[config.mk]
export PLATFORM = sky130hd
export DESIGN_NAME = mux16_scan_serializer
export DESIGN_NICKNAME = d
export VERILOG_FILES = /design/src/rtl/mux16_scan_serializer.sv
export SDC_FILE = /design/constraint.sdc
export NUM_CORES = 1
export LEC_CHECK = 0
export BUFFER_PORTS_ARGS = -buffer_cell sky130_fd_sc_hd__buf_2
export CAP_MARGIN = 20
export CELL_PAD_IN_SITES_DETAIL_PLACEMENT = 0
export CELL_PAD_IN_SITES_GLOBAL_PLACEMENT = 2
export CORE_MARGIN = 3
export CORE_UTILIZATION = 30
export DETAILED_ROUTE_END_ITERATION = 12
export PLACE_DENSITY = 0.95
export SLEW_MARGIN = 40
export SYNTH_ARGS = -nofsm -noshare
export SYNTH_HDL_FRONTEND = slang
export SYNTH_SLANG_ARGS = --single-unit
[constraint.sdc]
create_clock -name clk -period 2.6 [get_ports clk]
set_input_delay 0.65 -clock clk [delete_from_list [all_inputs] [get_ports clk]]
set_output_delay 0.65 -clock clk [all_outputs]
set_load 0.02 [all_outputs]
[src/rtl/mux16_scan_serializer.sv]
// mux16_scan_serializer: loads a parallel word over a valid/ready handshake,
// parks it on the mux16x1 data inputs and walks the mux select through every
// position, forwarding the returned bit as a valid/ready serial stream.
// Build option: define SER_MSB_FIRST_EN to emit the word MSB first
// (select counts down from WIDTH-1 to 0); default is LSB first.
module mux16_scan_serializer #(
    parameter int unsigned SEL_W = 4,
    parameter int unsigned WIDTH = 16
) (
    input  logic             clk,
    input  logic             rst,
    input  logic             load_valid,
    output logic             load_ready,
    input  logic [WIDTH-1:0] load_data,
    output logic [WIDTH-1:0] mux_in,
    output logic [SEL_W-1:0] mux_sel,
    input  logic             mux_out,
    output logic             ser_valid,
    input  logic             ser_ready,
    output logic             ser_data,
    output logic             ser_last,
    output logic             busy
);

    typedef enum logic {
        IDLE  = 1'b0,
        SHIFT = 1'b1
    } state_t;

`ifdef SER_MSB_FIRST_EN
    localparam logic [SEL_W-1:0] START_IDX = SEL_W'(WIDTH - 1);
    localparam logic [SEL_W-1:0] END_IDX   = SEL_W'(0);
`else
    localparam logic [SEL_W-1:0] START_IDX = SEL_W'(0);
    localparam logic [SEL_W-1:0] END_IDX   = SEL_W'(WIDTH - 1);
`endif

    state_t           state_q, state_d;
    logic [WIDTH-1:0] mux_in_q, mux_in_d;
    logic [SEL_W-1:0] mux_sel_q, mux_sel_d;

    // State, held word and select registers; reset is asynchronous.
    always_ff @(posedge clk or posedge rst) begin
        if (rst) begin
            state_q   <= IDLE;
            mux_in_q  <= '0;
            mux_sel_q <= '0;
        end else begin
            state_q   <= state_d;
            mux_in_q  <= mux_in_d;
            mux_sel_q <= mux_sel_d;
        end
    end

    // Next-state and handshake decode; outputs depend only on registered state.
    always_comb begin
        state_d    = state_q;
        mux_in_d   = mux_in_q;
        mux_sel_d  = mux_sel_q;
        load_ready = 1'b0;
        ser_valid  = 1'b0;
        ser_last   = 1'b0;
        busy       = 1'b0;

        unique case (state_q)
            IDLE: begin
                load_ready = 1'b1;
                if (load_valid) begin
                    mux_in_d  = load_data;
                    mux_sel_d = START_IDX;
                    state_d   = SHIFT;
                end
            end
            SHIFT: begin
                busy      = 1'b1;
                ser_valid = 1'b1;
                ser_last  = (mux_sel_q == END_IDX);
                if (ser_ready) begin
                    // Select only steps when not at the end index, so it never wraps.
                    if (ser_last) begin
                        state_d = IDLE;
                    end else begin
`ifdef SER_MSB_FIRST_EN
                        mux_sel_d = mux_sel_q - SEL_W'(1);
`else
                        mux_sel_d = mux_sel_q + SEL_W'(1);
`endif
                    end
                end
            end
            default: begin
                state_d = IDLE;
            end
        endcase
    end

    // Data path is a straight pass-through of the mux result.
    assign ser_data = mux_out;
    assign mux_in   = mux_in_q;
    assign mux_sel  = mux_sel_q;

endmodule

==> impl_results.md, run 1 <==
- Routability Congestion: 0.713
- Iteration-0 DRC count of the detailed router: 7
- Setup slack after layout: between 0.4 and 0.5 ns
- Vias per inst: approximately 4.3
- Top cell type's share of synthesized area: 55.6%
- Simple-gate share of the synthesized area: under 10%
- Post_cts resized: 0
- Area contributors post-synth: dfrtp_1, mux2_4, mux2_1
- Max-Cap Viols: 0
- Die H: 62.2 µm
- Clock skew: 0.00173 ns
- Min Tclk post-route: roughly 2.2 ns
- Antenna violations before repair: 0
- Fin Hold WS: between 0.3 and 0.4 ns
- VDD IR max: ~0.55 mV
- RSZ-0062 raised after global routing: no
- Ys async rst share: 100%
- Root Driver: clkbuf_4
- Adder-cell area share of the yosys netlist: roughly 1.3%
- DRC Markers: 0
- Total GRT Usage: roughly 9.7%
- Slew @ Worst Pin: between 0.4 and 0.5 ns
- Die width: just over 60 µm
- Element type at the critical path end: output port
- Worst path cell trace: ha_1, and3_1, and2_1, buf_2
- Worst Path Arrival: approximately 1.5 ns
- Syn nets: 89
- Seq pwr share: 39.3%
- Synth Area in XOR/XNOR: 0%
- P per Cell Area: roughly 1300 nW/µm²
- NetSw: roughly 620 µW
- Dominant cell by count in the synthesized netlist: dfrtp_1
- Reg2Reg Setup Slack: 1.15 ns
- Multiplexer area fraction after synthesis: 24.1%
- Clock network fraction of design power: between 10% and 20%
- DRT antenna net count: 0
- Synth Instances: 67
- Max H-tree Level: 1
- Congestion Overflow GR: 0
- Fin crit share: 83.3%
- Wire per inst: around 12 µm
- Cell leakage power: between 0.0006 and 0.0007 µW
- Highest clock rate: around 460 MHz
- Fin util: 41.8%
- First-pass GRT wire length: between 2000 and 3000 µm
- Number of synthesized register bits: 21
- Final WL: 1780 µm
- Worst slew margin: a little under three quarters
- Worst R2R Start: state_q
- TNS Setup: 0 ns
- Post-synth top cells: dfrtp_1, mux2_4, inv_1, mux2_1
- Critical-path top delay cell: dfrtp_1
- Sequential-to-total area share from yosys stat: about 56%
- Compound-cell area share of the yosys netlist: roughly 5.0%
- Setup WS pre-CTS: between 0.7 and 0.8 ns
- Core area: between 2000 and 3000 µm²
- Area grow syn2layout: 27.1%
- Number of hold buffers added after CTS: 0
- Clock transition at path regs: approximately 0.11 ns
- CTS Buf Count: 3
- Clock tree buffer depth: 2
- Hold Crit Class: in -> async
- Length of the first detailed-routing pass in iterations: 2
- Pint: between 800 and 900 µW
- TritonCTS clock tree: yes
- NumNets Final: around 130
- Largest net degree at the start of global routing: 22
- CTS sink cnt: 21
- Worst path required time: roughly 2.0 ns
- Via count: around 650
- Fraction of power spent switching nets: roughly 41%
- CP startpoint kind: register
- Hold violation count in the final report: 0
- Status: finished clean
- Skew-Pair Late Insertion Delay: about 0.29 ns
- WS Path Type: reg -> out
- # diodes: 0
- Combinational cell fraction of total power: roughly half
- Detail Placement HPWL: roughly 1400 µm
- Biggest area consumer among synthesized cells: dfrtp_1
- Die ar.: between 3000 and 4000 µm²
- Initial core utilization: approximately a third
- Post-synth EDFFs: 0
- Vias in the first global route: just under 700
- Row Count: 19
- Mapped Avg Cell Area: between 10 and 15 µm²
- Ys flop type: dfrtp_1
- # port buffers: 43
- Yosys cell types: 21
- Worst R2R End: mux_sel[1]
- Synth Warn #: 0
- Post-CTS Setup Bufs: 0
- Largest family of logic cells by synthesized area: multiplexers
- Layout cells sized above 1: approximately 55%
- Final setup violation count: 0
- Cells on worst reg2reg path: 4
- Cell Area, Synth: between 900 and 1000 µm²
- Crit-path max FO: 5
- I/O pin total: 46
- Crit path largest cell delay: approximately 0.43 ns
- Final Max Tran Viols: 0
[flip-flops by register name (all words and copies together), names as in the netlist]
signal and cells:
mux_sel 4, mux_in 16, state_q 1
[kinds of logic after synthesis]
family	after synthesis
buf+inv	11
fa+ha+maj	1
mux	17
compound gates	5
flops	21
simple gates	12
[cells in the final DEF (no fill, tap or decap)]
master and instances:
o221ai_1 2, nor2b_2 1, mux2i_1 1, clkbuf_4 3, nor2_1 1, nand2_1 3
nand4_1 1, buf_4 1, and3_1 1, inv_2 1, o21ai_1 1, and2_1 1
nand3_1 3, dfrtp_1 21, mux2_1 6, inv_1 5, or3_1 1, mux2_4 10
clkinv_2 1, ha_1 1, a31oi_1 1, buf_2 43, o21bai_4 1
[worst max-delay path, delay by kind of cell, from the launching register on]
| family | cells | cell delay (ns) |
|---|---|---|
| adders and majority gates | 1 | 0.24 |
| DFF | 1 | 0.43 |
| buffers and inverters | 1 | 0.15 |
| and+or+nand+nor | 2 | 0.41 |
[cell type report]
type                       count  area (µm²)
fill                         280        1670
sequential                    21         526
multi-input combinational     35         352
timing repair buffer          44         223
tap                           42        52.6
clock buffer                   3        22.5
inverter                       6        22.5
clock inverter                 1        5.00
[worst max path at each step]
stage / startpoint / endpoint / slack, ns
6_report: mux_sel[0] / ser_last / 0.43
4_1_cts: mux_sel[0] / ser_last / 0.42
5_1_grt: mux_sel[0] / ser_last / 0.34
3_5_place_dp: mux_sel[0] / ser_last / 0.77
3_3_place_gp: mux_sel[0] / ser_last / 0.78
2_1_floorplan: mux_sel[0] / ser_last / 0.76
[power by group through the flow]
stage	Combinational (µW)	Clock [µW]	Sequential (µW)
final	766	151	594
after floorplan	373	0	779
after detailed placement	784	0	598
after global routing	834	176	622
after CTS	780	159	598
after global placement	766	0	595
[metal layers]
| layer | global-route usage (%) | up-vias | part of all wire, % | wire [µm] |
|---|---|---|---|---|
| li1 | - | 311 | - | - |
| met1 | 12.0 | 309 | 43 | 766 |
| met2 | 16.3 | 27 | 49 | 871 |
| met3 | 1.98 | 2 | 7.4 | 132 |
| met4 | 4.14 | 0 | 0.56 | 10 |
| met5 | 0 | - | 0 | 0 |
[per-stage QoR]
| step | std cells | power [µW] | instance area, µm² |
|---|---|---|---|
| 2_1_floorplan | 67 | 1150 | 946 |
| 3_3_place_gp | 148 | 1360 | 1170 |
| 3_5_place_dp | 148 | 1380 | 1170 |
| 4_1_cts | 152 | 1540 | 1200 |
| 5_1_grt | 152 | 1630 | 1200 |
| 6_report | 152 | 1510 | 1200 |
Power figures use the tool's default switching activity.
==> inputs of run 2 (changes only) <==
- CORE_UTILIZATION: 30 -> 27
- PLACE_DENSITY: 0.95 -> 0.88
- clock period: 2.6 -> 2.3 ns (I/O delays scaled with it)
==> run 2 against run 1 <==
Effect of this change:
- final cell count rose by 1.3%
- worst setup slack got worse by 0.26 ns
- count of clock-buffer cells in the layout did not move
- hold slack got worse by 0.077 ns
==> impl_results.md, run 2 (synthesis gave the netlist of run 1 again) <==
- Final instance area: ~1200 µm²
- Post_cts resized: 0
- Slew @ Worst Pin: 0.439 ns
- Die ar.: ~4200 µm²
- VDD IR max: slightly below 0.6 mV
- Clock tree buffer depth: 2
- Max reg flops: 16
- Max-Cap Viols: 0
- Initial core utilization: between 20 and 30%
- Area grow syn2layout: 27.4%
- I/O pin total: 46
- Finished Layout Cells: between 150 and 200
- Hold violation count in the final report: 0
- Clock skew: slightly below 0.01 ns
- Skew-Pair Late Insertion Delay: 0.30 ns
- Antenna violations before repair: 0
- TNS Setup: 0 ns
- Via count: 644
- Iteration-0 DRC count of the detailed router: between 40 and 50
- Wire per inst: 11.7 µm
- Length of the first detailed-routing pass in iterations: 4
- Placed cells: 150
- Die H: roughly 65 µm
- NumNets Final: between 100 and 150
- Min Tclk post-route: 2.12 ns
- CTS Buf Count: 3
- Congestion Overflow GR: 0
- WS Path Type: reg -> out
- Core area: between 3000 and 4000 µm²
- Final Max Tran Viols: 0
- First-pass GRT wire length: approximately 3000 µm
- DRT antenna net count: 0
- Commonest non-fill, non-tap cell in the layout: buf_2
- Total GRT Usage: 9.19%
- Number of hold buffers added after CTS: 0
- Placed Instance Area: about 1200 µm²
- Routability Congestion: 0.817
- Cell leakage power: ~0.00063 µW
- Fin crit share: about 92%
- CTS sink cnt: 21
- Detail Placement HPWL: ~1300 µm
- Max H-tree Level: 1
- Root Driver: clkbuf_4
- P per Cell Area: roughly 1400 nW/µm²
- Clock transition at path regs: roughly 0.12 ns
- RSZ-0062 raised after global routing: no
- Final WL: 1800 µm
- DRC Markers: 0
- Post-CTS Setup Bufs: 0
- Highest clock rate: between 400 and 500 MHz
- Largest net degree at the start of global routing: 22
- Element type at the critical path end: output port
- Vias per inst: roughly 4.2
- Fillers: 362
- Most frequent cells in the layout: buf_2, dfrtp_1, mux2_4
- Worst slew margin: slightly above 70%
- CP startpoint kind: register
- Worst path required time: between 1.5 and 2 ns
- TritonCTS clock tree: yes
- Final setup violation count: 0
- Crit-path max FO: 5
- Vias in the first global route: 650
- Hold Crit Class: in -> async
- Fin Hold WS: 0.256 ns
- Row Count: 20
- # diodes: 0
- Die width: 65.2 µm
- Worst Path Arrival: around 1.6 ns
- Status: finished clean
- # port buffers: 43
- Layout cells sized above 1: about 55%
[run 2: cell counts in the layout (fill, tap and decap cells not counted)]
No cell type changed its count.
[run 2: worst max-delay path: stages, from the launching register on]
cell and delay, ns:
dfrtp_1 0.44, ha_1 0.24, and3_1 0.25, and2_1 0.17
buf_2 0.15
[run 2: stage by stage]
stage	worst slack (ns)	power [µW]	utilization, %
finish	0.176	1710	37.6
global route	0.0919	1840	37.6
CTS	0.151	1740	37.6
detailed placement	0.519	1560	36.8
global placement	0.552	1540	36.8
floorplan	0.539	1300	-
[run 2: routing by layer]
metal  track usage [%]  routed length (µm)  vias to the layer above  share of wire [%]
met3              2.91                 184                        2                 10
met2              13.1                 769                       35                 43
met4              4.66                  10                        0               0.55
met1              12.4                 837                      294                 46
li1                  -                   -                      313                  -
met5                 0                   0                        -                  0
[run 2: report_power, final]
group / internal [µW] / switching, µW
logic: 392 / 472
registers: 548 / 125
clock network: 64.7 / 108
[run 2: area by class of cell]
cell class              instances  area (µm²)  share of cell area, %
repair buffers                 44         223                   18.5
multi-input cells              35         352                   29.2
well taps                      44        55.1                   4.57
clock inverters                 1        5.00                  0.415
inverters                       6        22.5                   1.87
flip-flops and latches         21         526                   43.6
clock buffers                   3        22.5                   1.87
[run 2: final timing paths]
check,startpoint,end,slack [ns],cells after the start
max in group asynchronous,rst,mux_in[15],1.73,2
max reg2reg,state_q,mux_in[12],0.86,3
min reg2reg,mux_in[10],mux_in[10],0.50,1
min,rst,mux_in[6],0.26,2
max,mux_sel[0],ser_last,0.18,4
min in group clk,load_data[15],mux_in[15],0.49,2
